### src/rtl/counter_pkg.sv
// Shared definitions for the counter and its observer: capture FSM encoding,
// default widths and the legal-step rule.
package counter_pkg;

   localparam int CNT_W_DEF = 4;
   localparam int EVT_W_DEF = 8;

   typedef logic [1:0] cap_state_t;

   localparam cap_state_t CAP_IDLE    = 2'd0;
   localparam cap_state_t CAP_VALID   = 2'd1;
   localparam cap_state_t CAP_RELEASE = 2'd2;

   // Values arrive zero-extended to 32 bits; width selects the wrap modulus.
   function automatic logic legal_step(
      input logic [31:0] prev_cnt,
      input logic [31:0] cur_cnt,
      input logic [31:0] max_val,
      input logic        down,
      input logic        max_en,
      input int unsigned width
   );
      logic [31:0] mask;
      logic [31:0] inc_val;
      logic [31:0] dec_val;
      logic        ok;
      mask    = (width >= 32) ? 32'hFFFF_FFFF : ((32'd1 << width) - 32'd1);
      inc_val = (prev_cnt + 32'd1) & mask;
      dec_val = (prev_cnt - 32'd1) & mask;
      if (cur_cnt == prev_cnt) begin
         ok = 1'b1;
      end else if (!down) begin
         ok = (cur_cnt == inc_val) ||
              (max_en && (prev_cnt >= max_val) && (cur_cnt == 32'd0));
      end else begin
         ok = (cur_cnt == dec_val) ||
              (max_en && (prev_cnt == 32'd0) && (cur_cnt == max_val));
      end
      return ok;
   endfunction

endpackage

### src/rtl/edge_detect.sv
// One-bit rising-edge detector; rise is high in the cycle din goes 0->1.
module edge_detect (
   input  logic clk,
   input  logic reset,
   input  logic din,
   output logic rise
);

   logic din_reg;

   always_ff @(posedge clk or negedge reset) begin
      if (!reset) begin
         din_reg <= 1'b0;
      end else begin
         din_reg <= din;
      end
   end

   assign rise = din & ~din_reg;

endmodule

### src/rtl/counter_observer.sv
// Passive checker beside the advanced counter: flags illegal steps, counts
// carry events and offers a req/ack snapshot of value and event count.
module counter_observer
   import counter_pkg::*;
#(
   parameter int CNT_W            = CNT_W_DEF,
   parameter int EVT_W            = EVT_W_DEF,
   parameter bit CLEAR_ON_CAPTURE = 1'b0
) (
   input  logic             clk,
   input  logic             reset,
   input  logic [CNT_W-1:0] cnt_in,
   input  logic             carry_in,
   input  logic             up_down_sel,
   input  logic             max_en,
   input  logic [CNT_W-1:0] max_val,
   input  logic             clear_err,
   input  logic             capture_req,
   input  logic             capture_ack,
   output logic             step_err,
   output logic [EVT_W-1:0] carry_cnt,
   output logic [CNT_W-1:0] cap_val,
   output logic [EVT_W-1:0] cap_carry,
   output logic             cap_valid
);

   localparam logic [EVT_W-1:0] EVT_MAX = '1;

   logic [CNT_W-1:0] prev_cnt_reg;
   logic             prev_valid_reg;
   logic             prev_dir_reg;
   logic             prev_max_en_reg;
   logic [CNT_W-1:0] prev_max_val_reg;
   logic             step_err_reg;
   logic [EVT_W-1:0] carry_cnt_reg;
   logic [CNT_W-1:0] cap_val_reg;
   logic [EVT_W-1:0] cap_carry_reg;
   logic             cap_valid_reg;
   cap_state_t       state_reg;
   cap_state_t       state_next;

   logic cfg_same;
   logic step_bad;
   logic carry_rise;
   logic capture_take;

   edge_detect u_carry_edge (
      .clk   (clk),
      .reset (reset),
      .din   (carry_in),
      .rise  (carry_rise)
   );

   // A configuration change makes the previous sample incomparable, so skip it.
   assign cfg_same = (prev_dir_reg == up_down_sel) &&
                     (prev_max_en_reg == max_en) &&
                     (prev_max_val_reg == max_val);

   assign step_bad = prev_valid_reg && cfg_same &&
                     !legal_step(32'(prev_cnt_reg), 32'(cnt_in), 32'(max_val),
                                 up_down_sel, max_en, CNT_W);

   assign capture_take = (state_reg == CAP_IDLE) && capture_req;

   always_ff @(posedge clk or negedge reset) begin
      if (!reset) begin
         prev_cnt_reg     <= '0;
         prev_valid_reg   <= 1'b0;
         prev_dir_reg     <= 1'b0;
         prev_max_en_reg  <= 1'b0;
         prev_max_val_reg <= '0;
         step_err_reg     <= 1'b0;
      end else begin
         prev_cnt_reg     <= cnt_in;
         prev_valid_reg   <= 1'b1;
         prev_dir_reg     <= up_down_sel;
         prev_max_en_reg  <= max_en;
         prev_max_val_reg <= max_val;
         if (step_bad) begin
            step_err_reg <= 1'b1;
         end else if (clear_err) begin
            step_err_reg <= 1'b0;
         end
      end
   end

   always_ff @(posedge clk or negedge reset) begin
      if (!reset) begin
         carry_cnt_reg <= '0;
      end else if (CLEAR_ON_CAPTURE && capture_take) begin
         carry_cnt_reg <= carry_rise ? EVT_W'(1) : '0;
      end else if (carry_rise && (carry_cnt_reg != EVT_MAX)) begin
         carry_cnt_reg <= carry_cnt_reg + EVT_W'(1);
      end
   end

   always_comb begin
      state_next = state_reg;
      case (state_reg)
         CAP_IDLE:    if (capture_req)  state_next = CAP_VALID;
         CAP_VALID:   if (capture_ack)  state_next = CAP_RELEASE;
         CAP_RELEASE: if (!capture_req) state_next = CAP_IDLE;
         default:                       state_next = CAP_IDLE;
      endcase
   end

   // The snapshot takes carry_cnt as it stood before this edge's update.
   always_ff @(posedge clk or negedge reset) begin
      if (!reset) begin
         state_reg     <= CAP_IDLE;
         cap_val_reg   <= '0;
         cap_carry_reg <= '0;
         cap_valid_reg <= 1'b0;
      end else begin
         state_reg <= state_next;
         if (capture_take) begin
            cap_val_reg   <= cnt_in;
            cap_carry_reg <= carry_cnt_reg;
            cap_valid_reg <= 1'b1;
         end else if ((state_reg == CAP_VALID) && capture_ack) begin
            cap_valid_reg <= 1'b0;
         end
      end
   end

   assign step_err  = step_err_reg;
   assign carry_cnt = carry_cnt_reg;
   assign cap_val   = cap_val_reg;
   assign cap_carry = cap_carry_reg;
   assign cap_valid = cap_valid_reg;

endmodule

### config.mk
export PLATFORM = sky130hd
export DESIGN_NAME = counter_observer
export DESIGN_NICKNAME = d
export VERILOG_FILES = /design/src/rtl/counter_pkg.sv /design/src/rtl/edge_detect.sv /design/src/rtl/counter_observer.sv
export SDC_FILE = /design/constraint.sdc
export NUM_CORES = 1
export LEC_CHECK = 0
export BUFFER_PORTS_ARGS = -buffer_cell sky130_fd_sc_hd__buf_2
export CORE_UTILIZATION = 27
export DETAILED_ROUTE_END_ITERATION = 10
export PLACE_DENSITY = 0.43
export SLEW_MARGIN = 20
export SYNTH_ARGS = -nofsm -noshare
export SYNTH_HDL_FRONTEND = slang
export SYNTH_SLANG_ARGS = --single-unit
### constraint.sdc
create_clock -name clk -period 3.9 [get_ports clk]
set_input_delay 0.195 -clock clk [delete_from_list [all_inputs] [get_ports clk]]
set_output_delay 0.195 -clock clk [all_outputs]
set_load 0.02 [all_outputs]
# --- Yosys cells after proc, flatten, opt, wreduce, memory -nomap -nowiden ---
# Cells that the tools add are included.
word_totals:
  register_bits: 36
  inputBits: 16
  output_inout_bits: 22
  wordCells: 61
classes:
  addsub: 3
  magnitude_cmp: 1
  n_eq_ne: 13
  muxes: 10
  bitwise: 2
  n_reduce_logical: 20
ops:
  columns: ["cell", "count"]
  rows:
  - ["$eq 4x4->1", 5]
  - ["$logic_and 1x1->1", 11]
  - ["$add 8x1->8 const B", 1]
  - ["$logic_not 4->1", 2]
  - ["$ne 8x8->1 const B", 1]
  - ["$mux 1", 6]
  - ["$mux 2", 3]
  - ["$ne 2x2->1 const B", 3]
  - ["$pmux 2 s3", 1]
  - ["$add 4x1->4 const B", 1]
  - ["$ge 4x4->1", 1]
  - ["$reduce_bool 2->1", 2]
  - ["$sub 4x1->4 const B", 1]
  - ["$reduce_and 3->1", 1]
  - ["$eq 1x1->1", 2]
  - ["$eq 2x1->1 const B", 1]
  - ["$eq 2x2->1 const B", 1]
  - ["$logic_not 2->1", 1]
  - ["$logic_or 1x1->1", 2]
  - ["$and 1x1->1", 1]
  - ["$logic_not 1->1", 1]
  - ["$not 1->1", 1]

# --- Longest topological paths before layout ---
depth:
  ltp_word: 9
  ltp_mapped: 7
  mapped_depth_nobuf: 7

# --- Hierarchy ---
# Synthesis repeated with hierarchy kept, for this count alone.
unflattened:
  hier_cells: 143
  area_unflattened_um2: 1712.9
modules_own_cells:
  columns: ["module", "instances", "cells_per_inst", "area_per_inst_um2"]
  rows:
  - ["counter_observer", 1, 141, 1674.1]
  - ["edge_detect", 1, 2, 38.8]

# --- Least setup slack after synthesis ---
# No wires, ideal clock.
synth_path:
  path_type: "register to register"
  start: "reg prev_cnt_reg[0]"
  end: "reg step_err_reg (netlist: step_err)"
  setup_ns: 0.101
  arrival_time_ns: 1.722
  t_required_ns: 3.799
  path_slack_ns: 2.077
  path_stages_with_launch: 8
  synth_period_minus_slack_ns: 1.823
  cell_sequence: "dfrtp_1 inv_1 ha_1 nand2b_1 a2111oi_0 o21ba_2 a32oi_1 o32ai_1"
synth_between:
  elab_chain_len: 9
synth_lines:
  columns: ["item", "line_no", "text"]
  rows:
  - ["from (decl)", "counter_observer.sv:29", "logic [CNT_W-1:0] prev_cnt_reg;"]
  - ["from (signal assigned)", "counter_observer.sv:74", "prev_cnt_reg <= cnt_in;"]
  - ["parallel branches: the longest is 5 deep, another holds $add 4x1->4", null, null]
  - ["$mux 1 *", "counter_pkg.sv:30", "if (cur_cnt == prev_cnt) begin"]
  - ["$logic_not 1->1 *", "counter_observer.sv:60", "!legal_step(32'(prev_cnt_reg), 32'(cnt_in), 32'(max_val),"]
  - ["$logic_and 1x1->1 *", "counter_observer.sv:59", "assign step_bad = prev_valid_reg && cfg_same &&"]
  - ["$mux 1 / $reduce_bool 2->1 (equally long branches)", null, null]
  - ["to (signal assigned)", "counter_observer.sv:72", "step_err_reg <= 1'b0;"]
  - ["to (signal assigned)", "counter_observer.sv:80", "step_err_reg <= 1'b1;"]
  - ["to (signal assigned)", "counter_observer.sv:82", "step_err_reg <= 1'b0;"]
  - ["to (decl)", "counter_observer.sv:34", "logic step_err_reg;"]
# Mark *: on every way between the ends.
# A chain may end at the register's enable or synchronous reset.

# --- Final worst setup path ---
# Ends and elaborated chain as after synthesis.

==> flow_summary_export.csv <==
group,metric,value,unit
status,outcome,"finished clean",
pwr,vdd_ir_drop_max,0.315,mV
timing,period_share,51.8,%
timing,clock.fmax,495,MHz
global_route,overflow,0,
route,dr.first_iter.drc_count,43,
critical_path,path_max_fanout,6,
cts,clk_latency,0.28,ns
cts,postCtsSetupRepairBufs,0,
critical_path,cp.buffers_inverters,1,
floorplanning,ios,38,
critical_path,cp_slowest_cell,"a2111oi_0",
pwr,p_per_area,604,mW/mm²
cts,root_buffer,"clkbuf_8",
critical_path,arrival,2.20,ns
logic_synthesis,yosysUniqueCellTypes,36,
cts,htreeDepth,2,
global_route,antenna_found_initial,0,
critical_path,reg2regPathDepth,7,
cts,clock_path_buffers,2,
floorplanning,initial_utilization,28.2,%
critical_path,worstSetupPathType,"reg2reg",
global_route,grt_max_degree,37,
timing,tightest_slew,0.993,ns
placement,io_buffers,37,
timing,hold_ws,0.0177,ns
timing,fin_crit,2.02,ns
placement,dp_hpwl,2600,µm
critical_path,critPathTopFamily,"compound AO/OA/AOI/OAI gates",
logic_synthesis,synth_top_cell_by_area,"dfrtp_1",
logic_synthesis,avgSynthCellArea,12.3,µm²
flow_run,max_cap_viol_count,0,
logic_synthesis,synth_common_cells,"36 x dfrtp_1, 19 x xnor2_1, 13 x mux2_2",
final_layout,fin_util,34.3,%
logic_synthesis,synthArstFlopShare,100,%
floorplanning,core_area,0.00599,mm²
route,via_per_inst,4.69,
critical_path,crit_path_end_kind,"register",
critical_path,cp.required,4.08,ns
cts,cts_inserted_buffers,5,
logic_synthesis,ys_ff_latch,36,
route,drt_pass1_iterations,2,
hold_path,min_path_type,"in2async",
cts,hold_buffers,0,
logic_synthesis,synthesis.nets,161,
pwr,leakagePower,0.000941,µW
critical_path,worstSetupStartpointType,"register",
logic_synthesis,synthTopCellsByArea,"dfrtp_1 53%, xnor2_1 9.9%, mux2_2 8.7%",
critical_path,regToRegStartpoint,"prev_cnt_reg[0]$_DFF_PN0_",
critical_path,slowest_delay,0.42,ns
logic_synthesis,synth_edf_count,0,
timing,slew_headroom,33.5,%
route,drc,0,
logic_synthesis,synth_area,0.00169,mm²
critical_path,r2r_setup_slack,1.88,ns
cts,clk_pin_slew_worst_paths,0.07,ns
logic_synthesis,yosysTopAreaCellShare,53.4,%
route,vias,1196,
cts,cts_tree,"done",
critical_path,r2r-end,"step_err$_DFFE_PN0P_",
route,wire_per_inst,13.7,µm
floorplanning,rows,28,
final_layout,final_nets,203,
global_route,grt_first_pass_wirelength,5730,µm
route,antenna_left,0,
logic_synthesis,synth_cells,137,
logic_synthesis,yosysWarnings,0,
timing,setup_violations,0,
final_layout,antenna_cells,0,
timing,final-hold-violation-count,0,
logic_synthesis,ys_seq_area_share,53.4,%
floorplanning,dieArea,0.00657,mm²
placement,gp_congestion,0.771,
timing,tns,0,ns
final_layout,syn2layout_area_growth,21.6,%
critical_path,path_cells,"inv_1 -> ha_1 -> nand2b_1 -> a2111oi_0 -> o21ba_2 -> a32oi_1 -> o32ai_1",
global_route,grt_usage,11.7,%
logic_synthesis,ys.flop_type,"dfrtp_1",
timing,rsz0062_at_grt,"false",
cts,cts_resized,0,
global_route,grt_pass1_vias,1217,
timing,drv_slew,0,
cts,cts_num_sinks,36,
timing,finalClockSkew,0.00178,ns
floorplanning,die_w,81.1,µm
logic_synthesis,yosysMostFrequentCell,"dfrtp_1",
route,wirelength,3510,µm
final_layout,drive_gt1_share,34.4,%
floorplanning,die_y,81.1,µm
-- how the worst max path moves through the flow --
stage / cells past startpoint / slack (ns) / from / to
after global routing: 7 / 1.60 / prev_cnt_reg[0]$_DFF_PN0_ / step_err$_DFFE_PN0P_
after global placement: 7 / 1.97 / prev_cnt_reg[0]$_DFF_PN0_ / step_err$_DFFE_PN0P_
after CTS: 7 / 1.87 / prev_cnt_reg[0]$_DFF_PN0_ / step_err$_DFFE_PN0P_
final: 7 / 1.88 / prev_cnt_reg[0]$_DFF_PN0_ / step_err$_DFFE_PN0P_
after detailed placement: 7 / 1.87 / prev_cnt_reg[0]$_DFF_PN0_ / step_err$_DFFE_PN0P_
after floorplan: 7 / 2.08 / prev_cnt_reg[0]$_DFF_PN0_ / step_err$_DFFE_PN0P_
-- report_power, final --
| part | internal, µW | switching [µW] | leakage [µW] | total [µW] |
|---|---|---|---|---|
| Combinational | 179 | 233 | 0.000455 | 412 |
| Clock | 144 | 123 | 0.0000455 | 267 |
| Sequential | 474 | 87.4 | 0.000441 | 562 |
-- stage by stage --
| stage | setup WS, ns | total power [µW] | cells | instance area [µm²] |
|---|---|---|---|---|
| final | 1.88 | 1240 | 255 | 2050 |
| after global routing | 1.60 | 1330 | 255 | 2050 |
| after CTS | 1.87 | 1270 | 255 | 2050 |
| after floorplan | 2.08 | 828 | 137 | 1690 |
| after detailed placement | 1.87 | 991 | 247 | 1960 |
| after global placement | 1.97 | 975 | 247 | 1960 |
-- worst register-to-register path: cells and delay by family (launching register included) --
kind / cells / cell delay (ns)
buf+inv: 1 / 0.17
simple gates: 1 / 0.14
flops: 1 / 0.40
compound gates: 4 / 0.96
fa+ha+maj: 1 / 0.26
-- logic make-up (layout without fill, tap and decap cells) --
kind of cell | after synthesis | after routing | share of synthesized area (%)
adders and majority gates | 8 | 8 | 5.93
DFF | 36 | 36 | 53.4
xor gates and xnor gates | 23 | 23 | 11.9
AOI/OAI and AO/OA | 15 | 15 | 6.67
muxes | 13 | 13 | 8.67
and+or+nand+nor | 31 | 31 | 10.9
buffers and inverters | 10 | 53 | 2.30
other | 1 | 1 | 0.222
-- cell type report --
cell class | instances | area [µm²]
multi-input combinational | 91 | 753
sequential | 36 | 901
tap | 75 | 93.8
timing repair buffer | 37 | 185
inverter | 8 | 30.0
fill | 630 | 3940
clock buffer | 8 | 90.1
-- per-layer routing --
layer,global-route usage (%),part of all wire (%),wire length [µm],vias to the layer above
met1,13.3,43,1520,592
met2,20.0,49,1730,32
met3,3.60,5.4,189,6
li1,-,-,-,566
met5,0,0,0,-
met4,5.54,1.8,62,0
-- layout by cell type, fill, tap and decap left out, drive strengths merged, types with 2 or more instances in the layout --
master	count
xor2	4
mux2	13
ha	8
nor4	3
clkbuf	8
and3	4
nand2	8
xnor2	19
inv	8
dfrtp	36
nand4	5
o21ai	4
nand2b	2
buf	37
Power figures use the tool's default switching activity.
